==> config.mk <==
export PLATFORM = sky130hd
export DESIGN_NAME = qpsk_mapper
export DESIGN_NICKNAME = d
export VERILOG_FILES = /design/src/rtl/qpsk_pkg.sv /design/src/rtl/qpsk_point_lut.sv /design/src/rtl/qpsk_mapper.sv
export SDC_FILE = /design/constraint.sdc
export NUM_CORES = 1
export LEC_CHECK = 0
export CORE_ASPECT_RATIO = 0.8
export CORE_MARGIN = 4
export CORE_UTILIZATION = 43
export CTS_CLUSTER_SIZE = 40
export DETAILED_ROUTE_END_ITERATION = 7
export PLACE_DENSITY_LB_ADDON = 0.08
export SYNTH_ARGS = -nofsm -noshare
export SYNTH_HDL_FRONTEND = slang
export SYNTH_SLANG_ARGS = --single-unit
==> constraint.sdc <==
create_clock -name clk -period 2 [get_ports clk]
set_clock_uncertainty 0.2 [all_clocks]
set_input_delay 0.3 -clock clk [delete_from_list [all_inputs] [get_ports clk]]
set_output_delay 0.3 -clock clk [all_outputs]
set_load 0.02 [all_outputs]
==> src/rtl/qpsk_pkg.sv <==
// Shared types and constants for the QPSK mapper: phase type, FSM states,
// Gray-to-delta decode and per-quadrant sign masks.
package qpsk_pkg;

    typedef logic [1:0] phase_t;

    typedef enum logic {
        IDLE = 1'b0,
        EMIT = 1'b1
    } state_t;

    // Bit n set means the axis is negative for phase n (I: +,-,-,+  Q: +,+,-,-).
    localparam logic [3:0] I_NEG_MASK = 4'b0110;
    localparam logic [3:0] Q_NEG_MASK = 4'b1100;

    // Gray decode: 00->0, 01->1, 11->2, 10->3.
    function automatic phase_t gray_to_delta(input logic [1:0] dibit);
        return {dibit[1], dibit[1] ^ dibit[0]};
    endfunction

endpackage

==> src/rtl/qpsk_point_lut.sv <==
// Combinational quadrant-to-constellation lookup; shared with the 16-QAM mapper.
module qpsk_point_lut
    import qpsk_pkg::*;
#(
    parameter int WIDTH = 8,
    parameter int AMP   = 90
) (
    input  phase_t                   phase_i,
    output logic signed [WIDTH-1:0]  i_o,
    output logic signed [WIDTH-1:0]  q_o
);

    localparam logic signed [WIDTH-1:0] POS = WIDTH'(AMP);
    localparam logic signed [WIDTH-1:0] NEG = -POS;

    assign i_o = I_NEG_MASK[phase_i] ? NEG : POS;
    assign q_o = Q_NEG_MASK[phase_i] ? NEG : POS;

endmodule

==> src/rtl/qpsk_mapper.sv <==
// QPSK mapper: Gray decode, absolute/differential phase, I/Q lookup and
// zero-stuff upsampling with a one-entry hold register and sticky overrun flag.
module qpsk_mapper
    import qpsk_pkg::*;
#(
    parameter int WIDTH = 8,
    parameter int AMP   = 90,
    parameter int OSR   = 2,
    parameter int DIFF  = 1
) (
    input  logic                    clk,
    input  logic                    reset,
    input  logic                    en,
    input  logic                    din_valid,
    input  logic [1:0]              din,
    output logic signed [WIDTH-1:0] i_out,
    output logic signed [WIDTH-1:0] q_out,
    output logic                    dout_valid,
    output logic                    sym_start,
    output logic                    overflow
);

    localparam int                CNT_W    = $clog2(OSR);
    localparam logic [CNT_W-1:0]  CNT_LAST = CNT_W'(OSR - 1);

    state_t                   state_q;
    logic [CNT_W-1:0]         cnt_q;
    phase_t                   phase_q;
    logic                     hold_valid_q;
    logic [1:0]               hold_q;
    logic signed [WIDTH-1:0]  i_q, q_q;
    logic                     dout_valid_q, sym_start_q, overflow_q;

    logic                     accept, at_boundary, start;
    logic [1:0]               sel_dibit;
    phase_t                   delta, phase_d;
    logic signed [WIDTH-1:0]  lut_i, lut_q;

    // NOTE: every always_comb output is assigned on every path, so no latch can form.
    always_comb begin
        accept      = en && din_valid;
        at_boundary = (state_q == IDLE) || (cnt_q == CNT_LAST);
        start       = at_boundary && (hold_valid_q || accept);
        sel_dibit   = hold_valid_q ? hold_q : din;
        delta       = gray_to_delta(sel_dibit);
        phase_d     = (DIFF != 0) ? phase_t'(phase_q + delta) : delta;
    end

    qpsk_point_lut #(
        .WIDTH (WIDTH),
        .AMP   (AMP)
    ) u_point_lut (
        .phase_i (phase_d),
        .i_o     (lut_i),
        .q_o     (lut_q)
    );

    // NOTE: sequential state uses non-blocking assignments so every register samples pre-edge values.
    always_ff @(posedge clk or negedge reset) begin
        if (!reset) begin
            state_q      <= IDLE;
            cnt_q        <= '0;
            phase_q      <= '0;
            hold_valid_q <= 1'b0;
            hold_q       <= '0;
            i_q          <= '0;
            q_q          <= '0;
            dout_valid_q <= 1'b0;
            sym_start_q  <= 1'b0;
            overflow_q   <= 1'b0;
        end else if (!en) begin
            dout_valid_q <= 1'b0;
            sym_start_q  <= 1'b0;
        end else begin
            // Hold register: refill behind a consumed entry, else capture or overrun.
            if (start && hold_valid_q) begin
                hold_valid_q <= accept;
                if (accept) hold_q <= din;
            end else if (!start && accept) begin
                if (!hold_valid_q) begin
                    hold_valid_q <= 1'b1;
                    hold_q       <= din;
                end else begin
                    overflow_q   <= 1'b1;
                end
            end

            if (start) begin
                state_q      <= EMIT;
                cnt_q        <= '0;
                phase_q      <= phase_d;
                i_q          <= lut_i;
                q_q          <= lut_q;
                dout_valid_q <= 1'b1;
                sym_start_q  <= 1'b1;
            end else if (at_boundary) begin
                state_q      <= IDLE;
                i_q          <= '0;
                q_q          <= '0;
                dout_valid_q <= 1'b0;
                sym_start_q  <= 1'b0;
            end else begin
                cnt_q        <= cnt_q + CNT_W'(1);
                i_q          <= '0;
                q_q          <= '0;
                dout_valid_q <= 1'b1;
                sym_start_q  <= 1'b0;
            end
        end
    end

    assign i_out      = i_q;
    assign q_out      = q_q;
    assign dout_valid = dout_valid_q;
    assign sym_start  = sym_start_q;
    assign overflow   = overflow_q;

endmodule

# ---- Word level (Yosys, flattened, before mapping)
# Index checks and enable logic that the tools add are counted.
dict set report totals {
  reg_bits 26
  inputBits 6
  out_inout_bits 19
  elab_cells 56
}
dict set report op_classes {
  add_sub_neg 2
  n_lt_le_gt_ge 1
  eq_ne 2
  mux 23
  bitwise 3
  reduce_logical 15
}
# operator n
set op_table {}
lappend op_table {{8-bit 2-to-1 mux} 4}
lappend op_table {{1-bit 2-to-1 mux} 13}
lappend op_table {{2-bit 2-to-1 mux} 4}
lappend op_table {{2-bit AND reduction} 4}
lappend op_table {{1-bit binary-select mux with 2-bit select} 2}
lappend op_table {{1-bit logical AND} 4}
lappend op_table {{4-bit AND reduction} 1}
lappend op_table {{2-bit nonzero test} 2}
lappend op_table {{2-bit by 3-bit less-than comparator with 1-bit output (second input constant)} 1}
lappend op_table {{3-bit AND reduction} 1}
lappend op_table {{2-bit adder} 1}
lappend op_table {{1-bit logical OR} 2}
lappend op_table {{2-bit by 1-bit inequality test with 1-bit output (second input constant)} 1}
lappend op_table {{2-bit inequality test (second input constant)} 1}
lappend op_table {{1-bit inverter} 2}
lappend op_table {{1-bit adder (second input constant)} 1}
lappend op_table {{1-bit zero test} 1}
lappend op_table {{1-bit XOR} 1}

# ---- Depth between registers and ports, before layout
dict set report logic_depth {
  depth_word 7
  ltp_mapped 8
  ltp_nobuf 8
}

# ---- Hierarchy
# A second synthesis with hierarchy kept.
dict set report hier_totals {
  hier_cells 125
  hier_area_um2 1241.2
}
# module n_inst cells_each area_per_inst_um2
set modules_own_cells {}
lappend modules_own_cells {qpsk_mapper 1 107 1114.8}
lappend modules_own_cells {qpsk_point_lut 1 18 126.4}

# ---- Worst setup path after synthesis
# OpenSTA, ideal clock, no wires.
dict set report synth_timing {
  kind {register -> register}
  startpoint {register hold_q[0]}
  endpoint {register i_q[6] (netlist: i_out[6])}
  setup_time_ps 121
  t_arrival_ps 1499
  required_time_ps 1679
  setup_slack_ps 180
  stages_incl_launch_ff 9
  n_path_buf 0
  path_cell_list {dfrtp_1 -> xor2_1 -> nand2_1 -> o21ai_0 -> ha_1 -> xnor2_1 -> xnor2_1 -> xor2_1 -> a22o_1}
}
dict set report synth_via {
  elab_chain_len 7
}
# element line
set synth_rtl {}
lappend synth_rtl {{start: declaration} qpsk_mapper.sv:30} ;# logic [1:0] hold_q;
lappend synth_rtl {{start signal: assignment} qpsk_mapper.sv:78} ;# if (accept) hold_q <= din;
lappend synth_rtl {{start signal: assignment} qpsk_mapper.sv:82} ;# hold_q <= din;
lappend synth_rtl {{2-bit 2-to-1 mux} -}
lappend synth_rtl {{1-bit XOR} qpsk_pkg.sv:18} ;# return {dibit[1], dibit[1] ^ dibit[0]};
lappend synth_rtl {{2-bit adder} qpsk_mapper.sv:46} ;# phase_d = (DIFF != 0) ? phase_t'(phase_q + delta) : delta;
lappend synth_rtl {{1-bit binary-select mux with 2-bit select} qpsk_point_lut.sv:16} ;# assign i_o = I_NEG_MASK[phase_i] ? NEG : POS;
lappend synth_rtl {{1-bit 2-to-1 mux (implied by the code)} qpsk_point_lut.sv:16}
lappend synth_rtl {{8-bit 2-to-1 mux} qpsk_point_lut.sv:16}
lappend synth_rtl {{8-bit 2-to-1 mux} qpsk_mapper.sv:88} ;# if (start) begin
lappend synth_rtl {{end signal: assignment} qpsk_mapper.sv:92} ;# i_q <= lut_i;
lappend synth_rtl {{end: declaration} qpsk_mapper.sv:31} ;# logic signed [WIDTH-1:0] i_q, q_q;
# Every way passes these cells. The select of a mux whose other input is x is not followed.
# A chain may end at the register's enable or synchronous reset.

# ---- Worst setup path in the final report
# Same ends and word-level chain as after synthesis.

==> out/metrics.cfg <==
[status]
status=completed

[placement]
detailed_place_hpwl_um=974.4
preCtsSetupSlack_ns=-0.2220
place.gp.congestion=0.7767
portBuffers=22

[logic_synthesis]
avgSynthCellArea_um2=10.75
ys_ff_latch=15
synth_top_area_share=0.5059
syn-cell-area_um2=742.0
netlist_top_cells_area=dfrtp_1 (51%), buf_4 (11%), xnor2_1 (4.7%)
ys_seq_area_frac=0.5059
syn_inst=69
yosysWarnings=0
synthDistinctLibCells=26
yosysTopAreaCell=dfrtp_1

[cells_and_area]
seq_area_um2=375.4
diodes=0
drive_gt1_frac=0.1778
multi_input_area_um2=259.0
n_fill_cell=150
nets=98
mostFrequentLayoutCells=clkdlybuf4s50_1 (20), dfrtp_1 (15), nand2_1 (8)
areaGrowthSynthToFinish_pct=32.21
final_common_cell=clkdlybuf4s50_1

[timing]
setup_violations=0
whs_ns=0.1195
fin_crit_sh=0.9182
layout_setup_ws_ns=0.1637
rsz0062_at_grt=false
period_needed_ns=1.836
finalHoldViolCount=0
slew_violations=0
max_freq_mhz=544.6

[global_routing]
grtUsageTotal=0.1187
grt_start_max_net_pins=16
antenna_found_initial=0
overflow=0
grt_pass1_wl_mm=2.014
first_global_vias=466

[floorplan]
die_h_um=45.16
num_rows=13
die_w_um=54.44
die-area_um2=2458
io_pins=25
core_um2=1627
initial_core_util=0.4562

[clock_network]
numCtsBuffers=3
htreeDepth=1
cts_tree=built
cts_hold_buf=0
clk_pin_slew_ns=0.09
cts_sinks=15
insertion_delay_ns=0.28
cts_max_path_buffers=2
cts_root_buf=clkbuf_4

[detailed_routing]
postRouteAntennaNets=0
vias=520
initialDrtViolationCount=2
first_pass_iters=4
drc=0
routed_via_density=4.643
drt-total-wl_mm=1.264
wl_per_cell_um=11.29

[worst_setup_path]
worst-setup-path-type=reg -> reg
r2r_cells=8
r2r_start=hold_q[0]
end_kind=flop
crit_required_ns=1.98
critPathMaxFanout=2
critPathArrivalTime_ns=1.82
cp-start-kind=flop
r2r_setup_slack_ns=0.16
rr_endpoint=i_out[6]

[power_and_ir_drop]
vdd_drop_max_uv=1014
leakagePower_uw=0.0004541
p_per_area_nw_per_um2=1655

[min_path]
hold_class=in -> async

[run]
drv_cap=0

==> sequential cells by signal, summed over array words and instances (netlist names) <==
signal        flops
state_q           1
hold_valid_q      1
dout_valid        1
cnt_q             1
overflow          1
i_out             3
sym_start         1
phase_q           2
hold_q            2
q_out             2
==> where the power goes <==
part	leakage (uW)	internal (uW)	switching (uW)
Clock	0.0000150	77.5	96.1
Combinational	0.000261	486	456
Sequential	0.000178	426	81.8
Total	0.000454	989	634
==> synthesized netlist by cell type <==
library cell  instances
dfrtp_1              15
buf_4                11
nand2_1               8
o21ai_0               4
xnor2_1               4
inv_1                 3
a22o_1                2
mux2_2                2
o2bb2ai_1             2
xor2_1                2
a21o_1                1
a21oi_1               1
a41o_1                1
buf_2                 1
buf_6                 1
conb_1                1
ha_1                  1
inv_2                 1
mux2i_1               1
nor2_1                1
nor2b_1               1
nor3_1                1
nor3_2                1
o21a_1                1
o21ai_1               1
or2_2                 1
==> layout make-up <==
class                           count  area share
Clock buffer                        4     0.02679
Multi-Input combinational cell     38      0.2640
Inverter                            4     0.01531
Timing Repair Buffer               29      0.2832
Tap cell                           22     0.02806
Sequential cell                    15      0.3827
==> worst max-delay path by stage <==
stage | to | startpoint | cells past startpoint | slack (ns)
6_report | i_out[6] | hold_q[0] | 8 | 0.16
5_1_grt | phase_q[1] | hold_q[0] | 9 | 0.02
4_1_cts | i_out[6] | din[0] | 8 | 0.06
3_5_place_dp | i_out[6] | din[1] | 8 | -0.22
3_3_place_gp | i_out[6] | din[0] | 8 | -0.21
2_1_floorplan | i_out[6] | hold_q[0] | 8 | 0.18
==> worst max-delay path, cell delays in order, from the launching register on <==
cell	delay [ns]
dfrtp_1	0.39
xor2_1	0.16
nand2_1	0.06
o21ai_1	0.06
ha_2	0.17
xnor2_1	0.13
xnor2_1	0.24
xor2_1	0.12
a22o_1	0.20
==> what timing repair did <==
action / in CTS / in global routing
endpoints found under the setup margin: 0 / 4
setup buffers: 0 / 1
resized for setup: 0 / 4
hold endpoints to repair: 0 / 0
==> routing by layer <==
metal / part of all wire / global-route usage
met5: 0 / 0
met4: 0.0071 / 0.04478
met3: 0.094 / 0.06271
met2: 0.48 / 0.1885
met1: 0.41 / 0.1343
==> metrics by stage <==
stage | total power, uW | cell area, um2 | utilization | instances | TNS, ns
floorplan | 1186 | 745.7 | - | 70 | 0
global placement | 1435 | 939.7 | 0.5777 | 107 | -0.8510
detailed placement | 1448 | 939.7 | 0.5777 | 107 | -0.8827
CTS | 1625 | 965.9 | 0.5938 | 111 | 0
global route | 1753 | 980.9 | 0.6031 | 112 | 0
finish | 1623 | 980.9 | 0.6031 | 112 | 0
==> logic make-up (layout without fill, tap and decap cells) <==
logic type / Yosys count / count (layout) / share of synthesized area
simple gates: 13 / 13 / 0.08263
fa+ha+maj: 1 / 1 / 0.01686
buf+inv: 17 / 37 / 0.1534
xor+xnor: 6 / 6 / 0.07083
flops: 15 / 15 / 0.5059
compound gates: 13 / 13 / 0.1214
mux: 3 / 3 / 0.04384
other cells: 1 / 2 / 0.005054
No activity file was read; power rests on OpenSTA's default activity.
